`src/rtl/host_buffer_bridge.sv`:
```
`default_nettype none
// ============================================================================
// Module   : host_buffer_bridge
// Purpose  : Fills the input BRAM from a stream, releases the user app for a
//            fixed copy window, then drains the output BRAM onto a stream.
// Revision : 1.0  initial release
// ============================================================================
module host_buffer_bridge #(
    parameter int DATA_WIDTH  = 32,
    parameter int ADDR_WIDTH  = 9,
    parameter int DEPTH       = 512,
    parameter int COPY_CYCLES = 514
) (
    input  logic                  clock,
    input  logic                  resetn,
    input  logic [DATA_WIDTH-1:0] s_data,
    input  logic                  s_valid,
    output logic                  s_ready,
    output logic [DATA_WIDTH-1:0] m_data,
    output logic                  m_valid,
    input  logic                  m_ready,
    output logic [ADDR_WIDTH-1:0] in_addr,
    output logic [DATA_WIDTH-1:0] in_wdata,
    output logic [3:0]            in_we,
    output logic                  in_en,
    output logic [ADDR_WIDTH-1:0] out_addr,
    input  logic [DATA_WIDTH-1:0] out_rdata,
    output logic                  out_en,
    output logic                  wr_wren,
    output logic                  rd_rden,
    output logic                  frame_done
);

    localparam int CNT_W = ADDR_WIDTH + 1;
    localparam int CP_W  = $clog2(COPY_CYCLES + 1);
    localparam logic [CNT_W-1:0] C_DEPTH     = CNT_W'(DEPTH);
    localparam logic [CNT_W-1:0] C_LAST      = CNT_W'(DEPTH - 1);
    localparam logic [CNT_W-1:0] C_CNT_ONE   = CNT_W'(1);
    localparam logic [CP_W-1:0]  C_COPY_LAST = CP_W'(COPY_CYCLES - 1);
    localparam logic [CP_W-1:0]  C_CP_ONE    = CP_W'(1);

    typedef enum logic [1:0] {
        ST_FILL  = 2'd0,
        ST_COPY  = 2'd1,
        ST_DRAIN = 2'd2
    } state_t;

    state_t                state_q;
    logic                  armed_q;
    logic [CNT_W-1:0]      fill_cnt_q;
    logic [CP_W-1:0]       copy_cnt_q;
    logic [CNT_W-1:0]      rd_cnt_q;
    logic [CNT_W-1:0]      pop_cnt_q;
    logic                  inflight_q;
    logic [DATA_WIDTH-1:0] fifo_q [2];
    logic                  rd_ptr_q;
    logic                  wr_ptr_q;
    logic [1:0]            fifo_cnt_q;
    logic [ADDR_WIDTH-1:0] in_addr_q;
    logic [DATA_WIDTH-1:0] in_wdata_q;
    logic [3:0]            in_we_q;
    logic                  in_en_q;
    logic                  wr_wren_q;
    logic                  rd_rden_q;

    logic accept_d;
    logic push_d;
    logic pop_d;
    logic issue_d;
    logic last_pop_d;

    assign s_ready  = armed_q && (state_q == ST_FILL) && (fill_cnt_q < C_DEPTH);
    assign accept_d = s_valid && s_ready;
    assign m_valid  = (fifo_cnt_q != 2'd0);
    assign m_data   = fifo_q[rd_ptr_q];
    assign pop_d    = m_valid && m_ready;
    // Read data lands one cycle after issue, so an in-flight read is a push now.
    assign push_d   = inflight_q;
    // Never let buffered + in-flight words exceed the two FIFO slots.
    assign issue_d  = (state_q == ST_DRAIN) && (rd_cnt_q < C_DEPTH) &&
                      (({1'b0, fifo_cnt_q} + {2'b00, inflight_q} - {2'b00, pop_d}) < 3'd2);
    assign last_pop_d = (state_q == ST_DRAIN) && pop_d && (pop_cnt_q == C_LAST);

    assign out_en     = issue_d;
    assign out_addr   = issue_d ? rd_cnt_q[ADDR_WIDTH-1:0] : '0;
    assign frame_done = last_pop_d;
    assign in_addr    = in_addr_q;
    assign in_wdata   = in_wdata_q;
    assign in_we      = in_we_q;
    assign in_en      = in_en_q;
    assign wr_wren    = wr_wren_q;
    assign rd_rden    = rd_rden_q;

    always_ff @(posedge clock or negedge resetn) begin
        if (!resetn) begin
            state_q    <= ST_FILL;
            armed_q    <= 1'b0;
            fill_cnt_q <= '0;
            copy_cnt_q <= '0;
            rd_cnt_q   <= '0;
            pop_cnt_q  <= '0;
            inflight_q <= 1'b0;
            fifo_q[0]  <= '0;
            fifo_q[1]  <= '0;
            rd_ptr_q   <= 1'b0;
            wr_ptr_q   <= 1'b0;
            fifo_cnt_q <= '0;
            in_addr_q  <= '0;
            in_wdata_q <= '0;
            in_we_q    <= '0;
            in_en_q    <= 1'b0;
            wr_wren_q  <= 1'b1;
            rd_rden_q  <= 1'b0;
        end else begin
            armed_q    <= 1'b1;
            in_we_q    <= '0;
            in_en_q    <= 1'b0;
            inflight_q <= issue_d;
            if (issue_d) begin
                rd_cnt_q <= rd_cnt_q + C_CNT_ONE;
            end
            if (push_d) begin
                fifo_q[wr_ptr_q] <= out_rdata;
                wr_ptr_q         <= ~wr_ptr_q;
            end
            if (pop_d) begin
                rd_ptr_q  <= ~rd_ptr_q;
                pop_cnt_q <= pop_cnt_q + C_CNT_ONE;
            end
            fifo_cnt_q <= fifo_cnt_q + {1'b0, push_d} - {1'b0, pop_d};

            case (state_q)
                ST_FILL: begin
                    if (accept_d) begin
                        in_addr_q  <= fill_cnt_q[ADDR_WIDTH-1:0];
                        in_wdata_q <= s_data;
                        in_we_q    <= 4'hF;
                        in_en_q    <= 1'b1;
                        fill_cnt_q <= fill_cnt_q + C_CNT_ONE;
                    end else if (fill_cnt_q == C_DEPTH) begin
                        // The final BRAM write is on the port this cycle.
                        state_q    <= ST_COPY;
                        wr_wren_q  <= 1'b0;
                        copy_cnt_q <= '0;
                    end
                end
                ST_COPY: begin
                    copy_cnt_q <= copy_cnt_q + C_CP_ONE;
                    if (copy_cnt_q == C_COPY_LAST) begin
                        state_q   <= ST_DRAIN;
                        rd_rden_q <= 1'b1;
                    end
                end
                ST_DRAIN: begin
                    if (last_pop_d) begin
                        state_q    <= ST_FILL;
                        wr_wren_q  <= 1'b1;
                        rd_rden_q  <= 1'b0;
                        fill_cnt_q <= '0;
                        copy_cnt_q <= '0;
                        rd_cnt_q   <= '0;
                        pop_cnt_q  <= '0;
                    end
                end
                default: state_q <= ST_FILL;
            endcase
        end
    end

endmodule
`default_nettype wire
```
`config.mk`:
```
export PLATFORM = sky130hd
export DESIGN_NAME = host_buffer_bridge
export DESIGN_NICKNAME = d
export VERILOG_FILES = /design/src/rtl/host_buffer_bridge.sv
export SDC_FILE = /design/constraint.sdc
export NUM_CORES = 1
export LEC_CHECK = 0
export CORE_ASPECT_RATIO = 1.1
export CORE_MARGIN = 2
export CORE_UTILIZATION = 54
export CTS_BUF_LIST = sky130_fd_sc_hd__clkbuf_8 sky130_fd_sc_hd__clkbuf_16
export DETAILED_ROUTE_END_ITERATION = 10
export PLACE_DENSITY = 0.85
export SYNTH_ARGS = -nofsm -noshare
export SYNTH_HDL_FRONTEND = slang
export SYNTH_SLANG_ARGS = --single-unit
```
`constraint.sdc`:
```
create_clock -name clock -period 8.27 [get_ports clock]
set_clock_uncertainty 0.05 [all_clocks]
set_input_delay 1.654 -clock clock [delete_from_list [all_inputs] [get_ports clock]]
set_output_delay 1.654 -clock clock [all_outputs]
set_load 0.02 [all_outputs]
```
==> impl_metrics.ini, run 1 <==
[run_status]
status = finished clean

[worst_setup_path]
reg2reg_depth = 11
r2r_slack_ns = 4.54
r2r_start = fifo_cnt_q[1]
slowest_stage = xnor2_1
startpoint_type = input pin
critical_path_arrival_ns = 5.23
critPathKind = in -> out
path_delay_family = buffers and inverters
r2r_end = rd_cnt_q[7]
worst_path_most_repeated_cell = inv_1
crit_buf_inv = 6
crit_fanout = 15
crit_required_ns = 6.57
end_kind = output pin
slowest_delay_ns = 0.75
crit_chain = clkdlybuf4s50_1, o21ai_1, inv_2, ha_1, inv_1, ha_1, inv_1, fa_1, xnor2_1, nand3_1, inv_1, clkdlybuf4s50_1

[placement]
routabilityCongestion = 0.820
preCtsSetupSlack_ns = 1.34
hpwl_mm = 10.5
io_buffers = 160
dpl_cell_area_um2 = 8600

[floorplan]
core_area_um2 = 12500
top_level_ports = 161
initial_core_util_pct = 55.1
rows = 43
die_w_um = 112
die_height_um = 123
die-area_um2 = 13700

[cts]
cts_tree = built
clock_path_buffers = 2
cts.clk_slew.worst_paths_ns = 0.06
htree_levels = 4
numCtsBuffers = 17
postCtsHoldBufs = 0
numClockSinks = 156
ctsResizeCount = 0
postCtsSetupBuffers = 0
worstSkewPairLatency_ns = 0.42
clock-root-buffer = clkbuf_16

[synth]
synth_async_sr_flop_share_pct = 100
synthFlopType = dfrtp_1
ys_seq_elements = 156
muxShareOfSynthArea_pct = 22.1
synthTopCellsByArea = dfrtp_1 56%, mux2_2 16%, mux2_1 6.2%
syn_nets = 612
netlist_area_um2 = 6910
synthAdderAreaFrac_pct = 1.74
synth-simple-area-share_pct = 9.32
synth_area_leader_cell = dfrtp_1
synthCells = 535
synth_top_family_by_area = multiplexers
synth_edf_count = 0
ys_seq_area_share_pct = 56.5
synth_compound_area_share_pct = 4.00
synth.distinct_cells = 54
synth_xor_area_share_pct = 3.17
synth_top_area_share_pct = 56.1
yosys_warnings = 0
avgSynthCellArea_um2 = 12.9

[routing]
drtIter0Drc = 270
finalWirelength_mm = 15.7
drcViolationCount = 0
vias = 4808
dr.pass1.iters = 6
ant_nets = 0
drt-vias-per-instance = 5.59
wl_per_cell_um = 18.2

[layout]
stdcell_area_um2 = 9220
fin_nets = 768
fillers = 812
drive_gt1_share_pct = 20.5
area_growth_pct = 33.4
antenna_cells = 0

[timing]
timing.fmax_mhz = 144
finalHoldViolCount = 0
setup_viol = 0
worst_slack_ns = 1.34
rsz0062_at_grt = false
final.min_clock_period_ns = 6.93
fin_crit_sh_pct = 83.8
timing.slew.headroom_pct = 27.1
worst_pin_slew_ns = 1.09
final.setup.tns_ns = 0
holdWs_ns = 0.428
drv_slew = 0

[power_and_ir_drop]
power.total_mw = 3.08
power_leakage_nw = 4.11
p_per_area_nw_per_um2 = 335
ir_drop_v = 0.000286

[global_route]
first_global_vias = 5016
grt_pass1_wl_mm = 25.8
track_usage_pct = 23.9
grt_overflow = 0
antenna_found_initial = 0
grt_max_degree = 90

[min_path]
min_path_cells = 1
min_to = pop_cnt_q[6]
min_path_type = reg -> reg
holdCritStartpoint = pop_cnt_q[6]

[run]
max-cap-violations = 0
==> registers in the layout (all words and copies together) (netlist names), 2 cells and up <==
name	count
copy_cnt_q	10
fifo_cnt_q	2
fifo_q	64
fill_cnt_q	10
in_addr	9
in_wdata	32
pop_cnt_q	10
rd_cnt_q	10
state_q	2
==> area by class of cell <==
cell class	count	area [um^2]	share of cell area [%]
clock buffer	18	439	4.76
clock inverter	13	175	1.90
inverter	16	61.3	0.665
multi-input combinational	335	2800	30.4
sequential	156	3910	42.4
tap	157	196	2.13
timing repair buffer	165	1640	17.8
==> synth_stat cells, types with 3 or more instances <==
master,instances
nand4b_1,3
and2_1,3
a21oi_1,10
mux2_1,38
buf_4,5
buf_6,3
and3_1,12
nor4_1,6
nand4_1,11
o21ai_0,5
xor2_1,11
nor2_1,28
and4_1,4
nor3_1,5
clkbuf_1,10
or3_1,5
inv_1,13
mux2_2,96
nand3_1,4
buf_1,6
nand2_1,27
ha_1,8
o21ai_1,7
buf_2,4
a31oi_1,8
dfrtp_1,155
xnor2_1,14
==> power by group <==
| group | switching (mW) | internal (mW) | leakage [nW] |
|---|---|---|---|
| clock network | 0.301 | 0.508 | 0.299 |
| registers | 0.130 | 0.969 | 1.94 |
| logic | 0.547 | 0.628 | 1.87 |
==> stage by stage <==
| step | std cells | util (%) |
|---|---|---|
| 3_3_place_gp | 829 | 68.6 |
| 6_report | 860 | 73.5 |
| 5_1_grt | 860 | 73.5 |
| 3_5_place_dp | 829 | 68.6 |
| 2_1_floorplan | 535 | - |
| 4_1_cts | 860 | 73.5 |
==> layer usage <==
| metal | vias up | part of all wire [%] | track usage (%) |
|---|---|---|---|
| met1 | 2448 | 42 | 30.1 |
| met4 | 0 | 1.9 | 9.34 |
| li1 | 2200 | - | - |
| met3 | 25 | 4.2 | 5.19 |
| met5 | - | 0 | 0 |
| met2 | 135 | 52 | 40.6 |
==> worst max path at each step <==
stage | startpoint | to | cells after the start
floorplan | m_ready | out_addr[0] | 10
global placement | m_ready | out_en | 11
detailed placement | m_ready | out_addr[3] | 12
CTS | m_ready | out_addr[3] | 12
global route | m_ready | out_addr[3] | 12
finish | m_ready | out_addr[3] | 12
==> cells by family after synthesis <==
group	Yosys count
compound gates	44
mux	136
simple gates	120
buf+inv	44
fa+ha+maj	9
flops	156
xor+xnor	25
other cells	1
==> worst reg2reg max path: stages (launching register included) <==
cell	delay, ns
dfrtp_1	0.45
o21ai_1	0.50
inv_2	0.13
ha_1	0.30
inv_1	0.06
ha_1	0.13
inv_1	0.04
fa_1	0.37
xnor2_1	0.75
nand4_1	0.34
or3_1	0.39
a21oi_1	0.15
==> cells in the final DEF, fill, tap and decap left out, types with 10 or more instances in the layout <==
master,n
a21oi_1,10
clkdlybuf4s50_1,159
inv_1,14
xor2_1,11
nand4_1,11
dfrtp_1,155
xnor2_1,14
mux2_1,38
nand2_1,27
mux2_2,96
clkbuf_16,17
and3_1,12
nor2_1,28
(Power assumes the default switching activity.)
==> run 2, diff against run 1 <==
- CORE_UTILIZATION: 54 -> 45
- PLACE_DENSITY: 0.85 -> 0.76
- clock period: 8.27 -> 6.3 ns (I/O delays scaled with it)
==> run 2 against run 1 <==
Net effect: critical path depth shrank 1; setup slack got worse by 0.81 ns; via count decreased by 1.8%; final area rose by 0.92%; clock-buffer cell count increased by 1; sequential power up 30%.
==> impl_metrics.ini, run 2 (synthesis results as in run 1) <==
[worst_setup_path]
slowest_stage = clkdlybuf4s50_1
crit_buf_inv = 5
critical_path_arrival_ns = 4.46
crit_required_ns = 4.99
path_delay_family = buffers and inverters
crit_fanout = 15
slowest_delay_ns = 0.63
end_kind = output pin
critPathKind = in -> out
startpoint_type = input pin
crit_chain = clkdlybuf4s50_1, o21ai_1, inv_2, ha_1, inv_1, ha_1, inv_1, fa_1, and4bb_2, and2_1, clkdlybuf4s50_1

[placement]
routabilityCongestion = 0.815
hpwl_mm = 10.2
io_buffers = 160

[floorplan]
initial_core_util_pct = 45.9
die_w_um = 122
rows = 47
top_level_ports = 161
die-area_um2 = 16400
die_height_um = 134
core_area_um2 = 15100

[global_route]
grt_max_degree = 100
first_global_vias = 5019
track_usage_pct = 18.8
grt_pass1_wl_mm = 24.1
grt_overflow = 0
antenna_found_initial = 0

[cts]
clock_path_buffers = 2
postCtsHoldBufs = 0
cts_tree = built
numCtsBuffers = 17
numClockSinks = 156
postCtsSetupBuffers = 0
clock-root-buffer = clkbuf_16
ctsResizeCount = 0
htree_levels = 4
worstSkewPairLatency_ns = 0.42
cts.clk_slew.worst_paths_ns = 0.05

[power_and_ir_drop]
p_per_area_nw_per_um2 = 439
power.total_mw = 4.08
ir_drop_v = 0.000186
power_leakage_nw = 4.14

[routing]
wl_per_cell_um = 16.4
drtIter0Drc = 166
dr.pass1.iters = 4
wl_met3_um = 585
vias = 4723
wl_met2_mm = 7.72
ant_nets = 0
drcViolationCount = 0
drt-vias-per-instance = 5.25
wl_met1_mm = 6.07
finalWirelength_mm = 14.8
highest_layer = met4

[layout]
final_common_cell = clkdlybuf4s50_1
regMostFlops = fifo_q
fillers = 1213
antenna_cells = 0
area_growth_pct = 34.6
post-route-util_pct = 61.8
largest_reg_flops = 64
drive_gt1_share_pct = 20.6
fin_nets = 769
layout_common_cells = 159 x clkdlybuf4s50_1, 155 x dfrtp_1, 96 x mux2_2

[timing]
holdWs_ns = 0.429
rsz0062_at_grt = false
setup_viol = 0
fin_crit_sh_pct = 91.6
final.min_clock_period_ns = 5.77
finalHoldViolCount = 0
worst_pin_slew_ns = 0.870
timing.slew.headroom_pct = 42.0
timing.fmax_mhz = 173
final.setup.tns_ns = 0
drv_slew = 0

[run_status]
status = finished clean

[run]
max-cap-violations = 0

[min_path]
min_path_type = reg -> reg
[run 2: worst register-to-register path, cell delays in order, from the launching register on]
cell and delay [ns]:
dfrtp_1 0.44, o21ai_1 0.49, inv_2 0.13, ha_1 0.30, inv_1 0.06, ha_1 0.13
inv_1 0.05, fa_1 0.49, and4bb_2 0.40, nand4_1 0.24, or3_1 0.36, a21oi_1 0.15
[run 2: worst paths after layout]
kind | from | to | slack (ns) | depth (start not counted)
worst max-delay path | m_ready | out_en | 0.53 | 11
worst min register to register | in_wdata[0] | in_wdata[0] | 0.43 | 1
worst min-delay path | in_wdata[0] | in_wdata[0] | 0.43 | 1
max in group asynchronous | resetn | fifo_q[48] | 4.01 | 2
worst max register to register | fifo_cnt_q[1] | rd_cnt_q[7] | 2.94 | 11
min in group asynchronous | resetn | in_wdata[18] | 0.90 | 1
[run 2: layout make-up]
type | count | area (um^2) | area share [%]
clock inverter | 11 | 190 | 2.04
clock buffer | 19 | 453 | 4.87
tap | 196 | 245 | 2.64
multi-input combinational | 335 | 2800 | 30.1
sequential | 156 | 3910 | 42.0
inverter | 16 | 61.3 | 0.659
timing repair buffer | 166 | 1650 | 17.7
[run 2: where the power goes]
part           internal (mW)  leakage, nW  switching [mW]  total [mW]
clock network          0.719        0.315           0.385        1.10
registers               1.27         1.94           0.161        1.43
logic                  0.835         1.88           0.712        1.55
[run 2: routing by layer]
layer,up-vias,global-route usage (%)
met3,27,3.66
met5,-,0
met4,0,8.37
met2,117,33.1
li1,2206,-
met1,2373,22.1
[run 2: metrics by stage]
stage	worst slack, ns	cells	cell area (um^2)
CTS	0.508	899	9300
global placement	0.585	869	8660
floorplan	1.62	535	6910
detailed placement	0.517	869	8660
global route	0.276	899	9300
finish	0.528	899	9300
